==> src/rtl/mcu_pkg.sv <==
// Shared types and encodings for the multi-cycle RV32I control unit.
// Holds the FSM state enum, opcode classes and write-back mux encodings.
package mcu_pkg;

  typedef enum logic [2:0] {
    S_FETCH   = 3'd0,
    S_DECODE  = 3'd1,
    S_EXECUTE = 3'd2,
    S_MEM     = 3'd3,
    S_WB      = 3'd4,
    S_HALT    = 3'd5
  } mcu_state_t;

  typedef enum logic [3:0] {
    C_R, C_I, C_LOAD, C_STORE, C_BRANCH, C_LUI, C_AUIPC, C_JAL, C_JALR, C_ILLEGAL
  } instr_class_t;

  localparam logic [6:0] OP_R      = 7'b0110011;
  localparam logic [6:0] OP_I      = 7'b0010011;
  localparam logic [6:0] OP_LOAD   = 7'b0000011;
  localparam logic [6:0] OP_STORE  = 7'b0100011;
  localparam logic [6:0] OP_BRANCH = 7'b1100011;
  localparam logic [6:0] OP_LUI    = 7'b0110111;
  localparam logic [6:0] OP_AUIPC  = 7'b0010111;
  localparam logic [6:0] OP_JAL    = 7'b1101111;
  localparam logic [6:0] OP_JALR   = 7'b1100111;

  localparam logic [2:0] WB_ALU   = 3'd0;
  localparam logic [2:0] WB_MEM   = 3'd1;
  localparam logic [2:0] WB_LUI   = 3'd2;
  localparam logic [2:0] WB_AUIPC = 3'd3;
  localparam logic [2:0] WB_PC4   = 3'd4;

  localparam logic [3:0] ALU_ADD = 4'b0000;

  function automatic instr_class_t decode_class(input logic [6:0] op);
    case (op)
      OP_R:      return C_R;
      OP_I:      return C_I;
      OP_LOAD:   return C_LOAD;
      OP_STORE:  return C_STORE;
      OP_BRANCH: return C_BRANCH;
      OP_LUI:    return C_LUI;
      OP_AUIPC:  return C_AUIPC;
      OP_JAL:    return C_JAL;
      OP_JALR:   return C_JALR;
      default:   return C_ILLEGAL;
    endcase
  endfunction

endpackage

==> src/rtl/mcu_wait_timer.sv <==
// Counts consecutive cycles spent waiting for a memory ready and flags expiry.
// A ready in the expiry cycle wins; LIMIT = 0 disables the timeout.
module mcu_wait_timer #(
  parameter int LIMIT = 16
) (
  input  logic clk,
  input  logic rst,
  input  logic active,
  input  logic ready,
  output logic expired
);

  localparam int W = (LIMIT > 1) ? $clog2(LIMIT) : 1;
  localparam logic [W-1:0] LAST = W'(LIMIT - 1);

  logic [W-1:0] cnt;

  // Leaving the waiting state clears the count, so every entry starts at zero.
  always_ff @(posedge clk or negedge rst) begin
    if (!rst) begin
      cnt <= '0;
    end else if (!active) begin
      cnt <= '0;
    end else if (cnt != LAST) begin
      cnt <= cnt + 1'b1;
    end
  end

  assign expired = (LIMIT != 0) && active && !ready && (cnt == LAST);

endmodule

==> src/rtl/multicycle_control_unit.sv <==
// Multi-cycle RV32I controller: sequences fetch/decode/execute/mem/writeback,
// drives datapath selects and enable pulses, counts retired instructions.
module multicycle_control_unit
  import mcu_pkg::*;
#(
  parameter int IMEM_TIMEOUT = 16,
  parameter int DMEM_TIMEOUT = 16
) (
  input  logic        clk,
  input  logic        rst,
  input  logic [31:0] instr_code,
  input  logic        i_ready,
  input  logic        d_ready,
  output logic        i_req,
  output logic        d_req,
  output logic        d_we,
  output logic        ir_en,
  output logic        pc_en,
  output logic        reg_wr_en,
  output logic [3:0]  ALU_Controls,
  output logic        ALUSrcMuxSel,
  output logic [2:0]  RAM2RegWSel,
  output logic        branch,
  output logic        JAL,
  output logic        JALR,
  output logic        illegal_instr,
  output logic        bus_err,
  output logic [31:0] instret,
  output mcu_state_t  state_dbg
);

  // Handshake: i_req/d_req stay high until the matching ready is seen in the
  // same cycle; the transfer completes on that clock edge and req drops after.

  mcu_state_t   state, state_next;
  instr_class_t cls;
  logic [2:0]   f3;
  logic         f7b5;
  logic [3:0]   alu_ctrl;
  logic         alu_src;
  logic         retire;
  logic         i_to, d_to;
  logic         unused_bits;

  assign cls         = decode_class(instr_code[6:0]);
  assign f3          = instr_code[14:12];
  assign f7b5        = instr_code[30];
  assign unused_bits = ^{instr_code[31], instr_code[29:15], instr_code[11:7]};
  assign state_dbg   = state;

  mcu_wait_timer #(.LIMIT(IMEM_TIMEOUT)) u_imem_timer (
    .clk(clk), .rst(rst), .active(state == S_FETCH), .ready(i_ready), .expired(i_to)
  );

  mcu_wait_timer #(.LIMIT(DMEM_TIMEOUT)) u_dmem_timer (
    .clk(clk), .rst(rst), .active(state == S_MEM), .ready(d_ready), .expired(d_to)
  );

  always_comb begin
    alu_ctrl = 4'b0000;
    alu_src  = 1'b0;
    case (cls)
      C_R:              alu_ctrl = {f7b5, f3};
      C_I: begin
        alu_src  = 1'b1;
        alu_ctrl = (f3 == 3'b101) ? {f7b5, f3} : {1'b0, f3};
      end
      C_LOAD, C_STORE: begin
        alu_ctrl = ALU_ADD;
        alu_src  = 1'b1;
      end
      C_BRANCH:         alu_ctrl = {1'b0, f3};
      default: ;
    endcase
  end

  always_ff @(posedge clk or negedge rst) begin
    if (!rst) state <= S_FETCH;
    else      state <= state_next;
  end

  always_comb begin
    state_next   = state;
    i_req        = 1'b0;
    d_req        = 1'b0;
    d_we         = 1'b0;
    ir_en        = 1'b0;
    pc_en        = 1'b0;
    reg_wr_en    = 1'b0;
    ALU_Controls = 4'b0000;
    ALUSrcMuxSel = 1'b0;
    RAM2RegWSel  = WB_ALU;
    branch       = 1'b0;
    JAL          = 1'b0;
    JALR         = 1'b0;
    retire       = 1'b0;
    case (state)
      S_FETCH: begin
        // Gated by rst so nothing is requested while reset holds the FSM here.
        if (rst) begin
          i_req = 1'b1;
          if (i_ready) begin
            ir_en      = 1'b1;
            state_next = S_DECODE;
          end else if (i_to) begin
            state_next = S_HALT;
          end
        end
      end
      S_DECODE: begin
        if (cls == C_ILLEGAL) begin
          pc_en      = 1'b1;
          state_next = S_FETCH;
        end else begin
          state_next = S_EXECUTE;
        end
      end
      S_EXECUTE: begin
        ALU_Controls = alu_ctrl;
        ALUSrcMuxSel = alu_src;
        case (cls)
          C_BRANCH: begin
            branch     = 1'b1;
            pc_en      = 1'b1;
            retire     = 1'b1;
            state_next = S_FETCH;
          end
          C_JAL, C_JALR: begin
            JAL         = (cls == C_JAL);
            JALR        = (cls == C_JALR);
            RAM2RegWSel = WB_PC4;
            reg_wr_en   = 1'b1;
            pc_en       = 1'b1;
            retire      = 1'b1;
            state_next  = S_FETCH;
          end
          C_LOAD, C_STORE: state_next = S_MEM;
          default:         state_next = S_WB;
        endcase
      end
      S_MEM: begin
        ALU_Controls = alu_ctrl;
        ALUSrcMuxSel = alu_src;
        d_req        = 1'b1;
        d_we         = (cls == C_STORE);
        if (d_ready) begin
          if (cls == C_STORE) begin
            pc_en      = 1'b1;
            retire     = 1'b1;
            state_next = S_FETCH;
          end else begin
            state_next = S_WB;
          end
        end else if (d_to) begin
          state_next = S_HALT;
        end
      end
      S_WB: begin
        ALU_Controls = alu_ctrl;
        ALUSrcMuxSel = alu_src;
        case (cls)
          C_LOAD:  RAM2RegWSel = WB_MEM;
          C_LUI:   RAM2RegWSel = WB_LUI;
          C_AUIPC: RAM2RegWSel = WB_AUIPC;
          default: RAM2RegWSel = WB_ALU;
        endcase
        reg_wr_en  = 1'b1;
        pc_en      = 1'b1;
        retire     = 1'b1;
        state_next = S_FETCH;
      end
      S_HALT:  state_next = S_HALT;
      default: state_next = S_FETCH;
    endcase
  end

  always_ff @(posedge clk or negedge rst) begin
    if (!rst) begin
      instret       <= '0;
      illegal_instr <= 1'b0;
      bus_err       <= 1'b0;
    end else begin
      if (retire) instret <= instret + 32'd1;
      if (state == S_DECODE && cls == C_ILLEGAL) illegal_instr <= 1'b1;
      if ((state == S_FETCH && i_to) || (state == S_MEM && d_to)) bus_err <= 1'b1;
    end
  end

endmodule

==> config.mk <==
export PLATFORM = sky130hd
export DESIGN_NAME = multicycle_control_unit
export DESIGN_NICKNAME = d
export VERILOG_FILES = /design/src/rtl/mcu_pkg.sv /design/src/rtl/mcu_wait_timer.sv /design/src/rtl/multicycle_control_unit.sv
export SDC_FILE = /design/constraint.sdc
export NUM_CORES = 1
export LEC_CHECK = 0
export CORE_MARGIN = 1.5
export CORE_UTILIZATION = 48
export DETAILED_ROUTE_END_ITERATION = 8
export GPL_TIMING_DRIVEN = 0
export PLACE_DENSITY = 0.95
export SYNTH_ARGS = -nofsm -noshare
export SYNTH_HDL_FRONTEND = slang
export SYNTH_SLANG_ARGS = --single-unit
==> constraint.sdc <==
create_clock -name clk -period 4.9 [get_ports clk]
set_input_delay 0.98 -clock clk [delete_from_list [all_inputs] [get_ports clk]]
set_output_delay 0.98 -clock clk [all_outputs]
set_load 0.005 [all_outputs]
==> qor.json <==
{
  "result_of_the_run": "finished clean",
  "worst-endpoint-arrival_ns": 3.14,
  "drtPass1Iterations": 4,
  "yosys-mux-area-fraction_pct": 1.655,
  "design.final.nets": 370,
  "p_per_area_nw_per_um2": 264.3,
  "post_synthesis_simple_gate_area_fraction_pct": 29.44,
  "finalSetupTns_ns": 0,
  "synthesis.area_sq_um": 2495,
  "combinational_family_with_the_most_area_after_synthesis": "simple AND/OR/NAND/NOR gates",
  "synthMostInstantiatedCell": "dfrtp_1",
  "cts_hold_buffers": 0,
  "cts_max_level": 2,
  "post_synthesis_to_final_layout_area_growth_pct": 34.40,
  "synth_fa_ha_area_share_pct": 1.505,
  "die_width_um": 75.10,
  "standard_cell_with_the_maximum_stage_delay_on_the_critical_path": "clkdlybuf4s50_1",
  "number_of_synthesized_flops_with_an_enable_pin": 0,
  "fin_skew_ns": 0.01047,
  "cts_root_buf": "clkbuf_8",
  "leakage_uw": 0.001401,
  "synthTopCellsByArea": "dfrtp_1 (45%), xnor2_1 (11%), nand4_1 (4.0%)",
  "setup_viol": 0,
  "startpoint_type": "primary input",
  "cts_setup_buffers": 0,
  "clock_sinks": 45,
  "cts-resized-gates": 0,
  "nFillCells": 414,
  "drtIter0Drc": 117,
  "grt_first_pass_wirelength_mm": 9.425,
  "final_max_slew_viol_count": 0,
  "quantity_of_i_o_buffers_inserted_on_ports": 66,
  "global_route.usage.total_pct": 21.64,
  "postSynth.asyncResetShare_pct": 100.0,
  "max_freq_ghz": 0.2429,
  "antennaDiodeCount": 0,
  "synthFlopType": "dfrtp_1",
  "clkLatencyLatePin_ns": 0.30,
  "initial_utilization_pct": 49.48,
  "clockBufferDepth": 2,
  "slew_at_the_pin_closest_to_its_max_slew_limit_ns": 0.5474,
  "cell_by_cell_listing_of_the_critical_path": "clkdlybuf4s50_1 > clkbuf_1 > or2_2 > a211o_1 > a21oi_1 > and2_1 > clkdlybuf4s50_1",
  "yosys_register_bits": 45,
  "vias_in_the_first_global_route": 2019,
  "unrepaired_setup_endpoints_after_global_routing": "no",
  "critical_path.most_common_cell": "clkdlybuf4s50_1",
  "maxSlewHeadroom_pct": 63.51,
  "post_synth_xor_area_fraction_pct": 11.58,
  "report.final.hold_viol_count": 0,
  "grt_antenna_before_repair": 0,
  "synth.net_count": 296,
  "detail_route.vias_per_cell": 5.567,
  "min_period_over_period_pct": 84.03,
  "critPathBufInv": 3,
  "synth_seq_area_share_pct": 45.14,
  "syn-mean-instance-area_sq_um": 9.708,
  "cts-buffers-inserted": 5,
  "cts_tree": "built",
  "num_vias": 2238,
  "core_area_sq_um": 5042,
  "final_cells": 402,
  "synth.cells.most_frequent": "dfrtp_1 (45), xnor2_1 (31), nand2_1 (23)",
  "totalWireLength_mm": 5.745,
  "worst_path_largest_cell_delay_ns": 0.49,
  "globalRouteOverflowTotal": 0,
  "detailed_place_hpwl_mm": 4.336,
  "netlist.area_leader.share_pct": 45.14,
  "num_ports": 90,
  "period_minus_slack_ns": 4.118,
  "synth_cell_types": 45,
  "placedCellCount": 394,
  "timing.max_cap.violations": 0,
  "fin_util_pct": 66.50,
  "synthCells": 257,
  "worstSetupPathType": "in2out",
  "cp_max_fo": 10,
  "grt_max_degree": 28,
  "worst-endpoint-required_ns": 3.92,
  "fp.dieArea_sq_um": 5639,
  "chip_height_um": 75.10,
  "wl_per_cell_um": 14.29,
  "count_of_unresolved_drc_violations_after_routing": 0,
  "worstHoldPathType": "reg2reg",
  "clk_transition_reported_paths_ns": 0.08,
  "detail-route-antenna-nets": 0,
  "final_weighted_congestion_in_routability_driven_placement": 0.8896,
  "critical_path.top_delay_family": "buffers and inverters",
  "cell_taking_the_most_area_after_synthesis": "dfrtp_1",
  "synth_compound_gate_area_share_pct": 6.871,
  "synth_warnings": 0,
  "vdd.ir_drop.worst_mv": 0.1586,
  "core.rowCount": 26,
  "share_of_final_layout_standard_cells_stronger_than_drive_strength_1_pct": 9.036,
  "critPathCaptureType": "output pin"
}
[layout by cell type, fill, tap and decap left out, types with 3 or more instances in the layout]
master	n
a21oi_1	5
a31oi_1	4
and2_1	8
and3_1	14
and4_1	4
buf_2	8
clkbuf_8	5
clkdlybuf4s50_1	65
dfrtp_1	45
ha_1	3
inv_1	7
mux2i_1	3
nand2_1	23
nand2b_1	4
nand3_1	14
nand3_2	3
nand4_1	16
nor2_1	15
nor3_1	8
nor3b_1	3
nor4_1	5
o21ai_0	4
xnor2_1	31
[per-stage QoR]
step | area (sq um) | hold slack (ns) | worst slack (ns) | total power (uW)
3_3_place_gp | 3243 | 0.4553 | 0.1991 | 652.9
5_1_grt | 3353 | 0.5045 | 0.6562 | 939.7
3_5_place_dp | 3266 | 0.4643 | 0.8264 | 666.6
6_report | 3353 | 0.4887 | 0.7825 | 886.4
4_1_cts | 3353 | 0.4871 | 0.8192 | 892.1
2_1_floorplan | 2495 | 0.4590 | 1.865 | 556.6
[routing by layer]
metal / up-vias / GRT usage (%) / wire length, um
met3: 5 / 4.016 / 256
met5: - / 0 / 0
li1: 1073 / - / -
met4: 0 / 4.040 / 44
met1: 1099 / 28.85 / 2480
met2: 61 / 37.17 / 2964
[sequential cells by signal (all words and copies together), names as in the netlist]
name              count
bus_err               1
u_imem_timer.cnt      4
instret              32
state_dbg             3
illegal_instr         1
u_dmem_timer.cnt      4
[worst reg2reg max path, delay by kind of cell, from the launching register on]
kind	cells	cell delay [ns]
buf+inv	4	0.69
simple gates	3	0.39
flops	1	0.38
mux	1	0.37
[path summary, 6_finish.rpt]
check | startpoint | endpoint | slack, ns | depth (start not counted)
max | instr_code[3] | ALU_Controls[1] | 0.78 | 7
min | bus_err | bus_err | 0.49 | 1
max reg2reg | state_dbg[2] | instret[1] | 2.97 | 8
min reg2reg | bus_err | bus_err | 0.49 | 1
max in group asynchronous | rst | instret[1] | 3.73 | 2
min in group asynchronous | rst | instret[21] | 0.66 | 1
[power by group]
group,switching (uW),leakage (uW),internal [uW]
sequential,46.8,0.000601,407
clock,126,0.0000374,101
combinational,95.1,0.000762,111
total,268,0.00140,619
[cell type report]
type | count | area, sq um | share of cell area (%)
Sequential cell | 45 | 1126 | 33.58
Inverter | 9 | 33.78 | 1.007
Clock buffer | 6 | 72.57 | 2.164
Tap cell | 70 | 87.58 | 2.612
Timing Repair Buffer | 67 | 683.2 | 20.37
Clock inverter | 2 | 15.01 | 0.4478
Multi-Input combinational cell | 192 | 1274 | 37.98
Buffer | 11 | 61.31 | 1.828
[logic make-up (layout without fill, tap and decap cells)]
kind of cell | Yosys count | count (layout)
AOI/OAI and AO/OA | 25 | 25
xor gates and xnor gates | 33 | 33
adders and majority gates | 3 | 3
buffers and inverters | 20 | 95
DFF | 45 | 45
muxes | 4 | 4
and+or+nand+nor | 127 | 127
Power figures use the tool's default switching activity.
